$ cat config.mk
export PLATFORM = sky130hd
export DESIGN_NAME = vram_console
export DESIGN_NICKNAME = d
export VERILOG_FILES = /design/src/rtl/vram_console.sv
export SDC_FILE = /design/constraint.sdc
export NUM_CORES = 1
export LEC_CHECK = 0
export CORE_MARGIN = 2
export CORE_UTILIZATION = 45
export DETAILED_ROUTE_END_ITERATION = 10
export GPL_ROUTABILITY_DRIVEN = 0
export GPL_TIMING_DRIVEN = 0
export PLACE_DENSITY = 0.83
export SLEW_MARGIN = 25
export SYNTH_ARGS = -nofsm -noshare
export SYNTH_HDL_FRONTEND = slang
export SYNTH_SLANG_ARGS = --single-unit
$ cat constraint.sdc
create_clock -name CLK -period 6.7 [get_ports CLK]
set_clock_uncertainty 0.15 [all_clocks]
set_input_delay 1.005 -clock CLK [delete_from_list [all_inputs] [get_ports CLK]]
set_output_delay 1.005 -clock CLK [all_outputs]
set_load 0.03 [all_outputs]
$ cat src/rtl/vram_console.sv
`default_nettype none
// ============================================================================
//  Module   : vram_console
//  Purpose  : Console command engine writing colour cells into the video
//             cell memory (PUT / NEWLINE / GOTO / CLEAR full-screen fill).
//  Revision : 1.0  initial release
// ============================================================================
module vram_console #(
    parameter int COLS = 80,
    parameter int ROWS = 60,
    parameter int AW   = 13,
    parameter int DW   = 3
) (
    input  logic          CLK,
    input  logic          RST,
    input  logic          cmd_valid,
    output logic          cmd_ready,
    input  logic [1:0]    cmd_op,
    input  logic [12:0]   cmd_data,
    output logic          wr_en,
    output logic [AW-1:0] wr_addr,
    output logic [DW-1:0] wr_data,
    output logic          busy,
    output logic [6:0]    cur_col,
    output logic [5:0]    cur_row
);

    localparam logic [0:0] S_IDLE = 1'b0;
    localparam logic [0:0] S_FILL = 1'b1;

    localparam logic [1:0] OP_PUT     = 2'd0;
    localparam logic [1:0] OP_NEWLINE = 2'd1;
    localparam logic [1:0] OP_GOTO    = 2'd2;
    localparam logic [1:0] OP_CLEAR   = 2'd3;

    localparam logic [6:0]    c_cols      = 7'(COLS);
    localparam logic [5:0]    c_rows      = 6'(ROWS);
    localparam logic [6:0]    c_last_col  = 7'(COLS - 1);
    localparam logic [5:0]    c_last_row  = 6'(ROWS - 1);
    localparam logic [AW-1:0] c_last_addr = AW'(COLS * ROWS - 1);

    logic [0:0]    state_q, state_d;
    logic [6:0]    col_q, col_d;
    logic [5:0]    row_q, row_d;
    logic          wr_en_q, wr_en_d;
    logic [AW-1:0] wr_addr_q, wr_addr_d;
    logic [DW-1:0] wr_data_q, wr_data_d;

    logic          w_accept;
    logic          w_fill_done;
    logic [AW-1:0] w_cur_addr;

    assign w_accept    = cmd_valid && (state_q == S_IDLE);
    assign w_fill_done = (state_q == S_FILL) && (wr_addr_q == c_last_addr);
    assign w_cur_addr  = AW'(row_q) * AW'(COLS) + AW'(col_q);

    always_ff @(posedge CLK) begin
        if (RST) begin
            state_q   <= S_IDLE;
            col_q     <= '0;
            row_q     <= '0;
            wr_en_q   <= 1'b0;
            wr_addr_q <= '0;
            wr_data_q <= '0;
        end else begin
            state_q   <= state_d;
            col_q     <= col_d;
            row_q     <= row_d;
            wr_en_q   <= wr_en_d;
            wr_addr_q <= wr_addr_d;
            wr_data_q <= wr_data_d;
        end
    end

    always_comb begin
        state_d = state_q;
        case (state_q)
            S_IDLE:  if (w_accept && (cmd_op == OP_CLEAR)) state_d = S_FILL;
            S_FILL:  if (w_fill_done) state_d = S_IDLE;
            default: state_d = S_IDLE;
        endcase
    end

    always_comb begin
        cmd_ready = (state_q == S_IDLE);
        busy      = (state_q == S_FILL);
    end

    always_comb begin
        col_d     = col_q;
        row_d     = row_q;
        wr_en_d   = 1'b0;
        wr_addr_d = wr_addr_q;
        wr_data_d = wr_data_q;
        if (state_q == S_FILL) begin
            // wr_addr doubles as the fill counter; the last write ends the fill
            if (!w_fill_done) begin
                wr_en_d   = 1'b1;
                wr_addr_d = wr_addr_q + AW'(1);
            end
        end else if (w_accept) begin
            case (cmd_op)
                OP_PUT: begin
                    wr_en_d   = 1'b1;
                    wr_addr_d = w_cur_addr;
                    wr_data_d = cmd_data[DW-1:0];
                    if (col_q == c_last_col) begin
                        col_d = '0;
                        row_d = (row_q == c_last_row) ? '0 : row_q + 6'd1;
                    end else begin
                        col_d = col_q + 7'd1;
                    end
                end
                OP_NEWLINE: begin
                    col_d = '0;
                    row_d = (row_q == c_last_row) ? '0 : row_q + 6'd1;
                end
                OP_GOTO: begin
                    if ((cmd_data[6:0] < c_cols) && (cmd_data[12:7] < c_rows)) begin
                        col_d = cmd_data[6:0];
                        row_d = cmd_data[12:7];
                    end
                end
                OP_CLEAR: begin
                    wr_en_d   = 1'b1;
                    wr_addr_d = '0;
                    wr_data_d = cmd_data[DW-1:0];
                    col_d     = '0;
                    row_d     = '0;
                end
                default: ;
            endcase
        end
    end

    assign wr_en   = wr_en_q;
    assign wr_addr = wr_addr_q;
    assign wr_data = wr_data_q;
    assign cur_col = col_q;
    assign cur_row = row_q;

endmodule
`default_nettype wire
==> metrics.cfg <==
[pwr]
ir_worst_vdd_mv = 0.1224
power.switching_mw = 0.1565
seq_power_share_pct = 42.9
p_int_mw = 0.3267
p_per_area_nw_per_um2 = 166.3
leakagePower_nw = 1.116
combinationalPowerShare_pct = 25.1
p_sw_share_pct = 32.38
clock_power_share_pct = 32.0

[grt]
grt_pass1_vias = 2190
globalRouteOverflowTotal = 0
grt_max_degree = 11
grt_usage_pct = 23.26
antenna_found_initial = 0
grt_pass1_wl_um = 9984

[cells_and_area]
finalNonFillerCells = 412
layout-drive-gt1-share_pct = 5.797
insertedDiodeCount = 0
nets = 383
seq_area_sq_um = 620.6
fin_util_pct = 60.71
area_delta_synth_final_pct = 28.93
final_common_cell = clkdlybuf4s50_1
fillers = 433
multi_input_area_sq_um = 1541
mostFrequentLayoutCells = clkdlybuf4s50_1 (48), nand2_1 (32), dfxtp_1 (31)

[setup_path]
cp_top_family = buffers and inverters
ff2ff_path_depth = 9
worst-path-buf-inv = 3
worstPathArrival_ps = 3040
worstSetupStartpointType = input port
path_cells = clkdlybuf4s50_1, inv_1, ha_1, and2_1, a41oi_2, buf_2, o211ai_1, a21oi_1
critical_path.startpoint = cmd_op[0]
path_class = input port to register
crit_slowest_cell = a41oi_2
reg2reg_to = wr_addr[12]$_SDFFE_PP0P_
end_kind = register
critPathMaxStageDelay_ps = 490
r2r_slack_ps = 3990
cp.required_ps = 6770
crit_fanout = 10
timing.rr.start = cur_row[3]$_SDFFE_PP0P_

[min_path]
min-delay-start = wr_data[2]$_SDFFE_PP0P_
holdPathEnd = wr_data[2]$_SDFFE_PP0P_
whs_path_depth = 2
hold_class = register to register

[yosys]
yosys_warnings = 0
ys_ff_latch = 31
synthFlopType = dfxtp_1
yosysSeqAreaShare_pct = 27.54
synth_top_area_share_pct = 27.54
synthDistinctLibCells = 49
synth.area.top_cells = dfxtp_1 (28%), ha_1 (10%), o21ai_0 (6.7%)
synthArstFlopShare_pct = 0
netlist_area_sq_um = 2253
synth_edf_count = 0
synthesis.nets = 328
syn_avg_cell_area_sq_um = 7.770
yosys.area.top_type = dfxtp_1
postSynthCellCount = 290

[timing]
hold_viol = 0
fin_crit_ps = 2969
max_freq_mhz = 336.8
rsz0062_at_grt = no
slew_viol_final = 0
period_share_pct = 44.31
setup_tns_ps = 0
relSlewSlack_pct = 60.16
worst_pin_slew_ps = 597.6
setup_viol = 0

[cts]
cts_resized = 0
cts_hold_buffers = 0
cts_setup_buffers = 0
cts_buffers = 5
h-tree-depth = 2
cts.sinks = 31
cts_tree = done
root_buffer = clkbuf_8
clkTransAtPathRegs_ps = 70
clk_path_buf_depth = 2
clk_latency_ps = 290

[floorplanning]
die_w_um = 74.77
die_h_um = 74.77
fp.dieArea_sq_um = 5590
pin_count = 50
rows = 25
start_util_pct = 47.08
core_sq_um = 4786

[detailed_routing]
drt_iter0_drc = 161
wl_um = 5949
first_pass_iters = 5
num_vias = 2360
detail-route-antenna-nets = 0
drc_errors = 0
via_per_inst = 5.728
post_drt_wl_per_cell_um = 14.44

[place]
place_hpwl_um = 4395
io_buffers = 48
place_inst = 405

[run_status]
status = finished clean

[job]
maxCapViolations = 0

## Yosys cell counts, drive strengths merged (2+ instances only)
master,n
a211oi,6
a21o,3
a21oi,18
a221oi,3
a22oi,10
and3,6
buf,4
clkbuf,8
dfxtp,31
fa,2
ha,18
inv,11
mux2i,5
nand2,34
nand3,11
nor2,29
nor2b,7
nor3,8
nor3b,3
o211ai,3
o21ai,30
o22ai,2
o31ai,3
o32ai,2
or2,3
xnor2,5
xor2,6
## power by group through the flow
stage / Sequential [mW] / Combinational, mW / Clock (mW)
4_1_cts: 0.207 / 0.121 / 0.156
3_5_place_dp: 0.211 / 0.120 / 0
5_1_grt: 0.209 / 0.133 / 0.166
3_3_place_gp: 0.211 / 0.118 / 0
2_1_floorplan: 0.225 / 0.0598 / 0
6_report: 0.207 / 0.121 / 0.155
## state kept, by name, indices dropped and copies added (netlist names)
| name | flops |
|---|---|
| wr_data | 3 |
| cur_col | 7 |
| wr_en | 1 |
| cur_row | 6 |
| busy | 1 |
| wr_addr | 13 |
## metrics by stage
step	hold WS (ps)	power (mW)	instance area (sq um)	worst slack, ps
global placement	331.3	0.3290	2818	3445
finish	347.6	0.4832	2905	3731
global route	371.9	0.5076	2905	3553
detailed placement	334.9	0.3313	2818	3439
CTS	352.5	0.4845	2905	3746
floorplan	477.8	0.2851	2253	4022
## cells by family after synthesis
logic type / share of synthesized area, %
AND/OR/NAND/NOR: 24.49
AO/OA/AOI/OAI: 25.65
flip-flops: 27.54
buffers and inverters: 4.053
adder cells (fa/ha/maj): 11.77
XOR/XNOR: 4.275
multiplexers: 2.221
## routing by layer
metal | wire length [um] | vias to the layer above | GRT usage (%) | part of all wire [%]
li1 | - | 1164 | - | -
met4 | 118 | 0 | 8.730 | 2.0
met2 | 2658 | 112 | 35.69 | 45
met3 | 406 | 12 | 5.489 | 6.8
met5 | 0 | - | 0 | 0
met1 | 2765 | 1072 | 31.86 | 46
## final cells by class
cell class,instances,share of cell area [%]
Sequential cell,31,21.36
Clock buffer,6,2.842
Tap cell,67,2.885
Multi-Input combinational cell,236,53.06
Clock inverter,1,0.1723
Buffer,12,1.723
Inverter,11,1.421
Timing Repair Buffer,48,16.54
## worst reg2reg max path: cells and delay by family (launching register included)
family | cells | cell delay (ps)
fa+ha+maj | 3 | 930
flops | 1 | 490
compound gates | 5 | 920
xor+xnor | 1 | 110
## worst max path at each step
stage	to	cells past startpoint	slack (ps)
floorplan	wr_addr[12]$_SDFFE_PP0P_	9	4020
global placement	cur_row[1]$_SDFFE_PP0P_	8	3440
detailed placement	cur_row[5]$_SDFFE_PP0P_	8	3440
CTS	cur_row[5]$_SDFFE_PP0P_	8	3750
global route	cur_col[6]$_SDFFE_PP0P_	9	3550
finish	cur_row[5]$_SDFFE_PP0P_	8	3730
(Power assumes the default switching activity.)
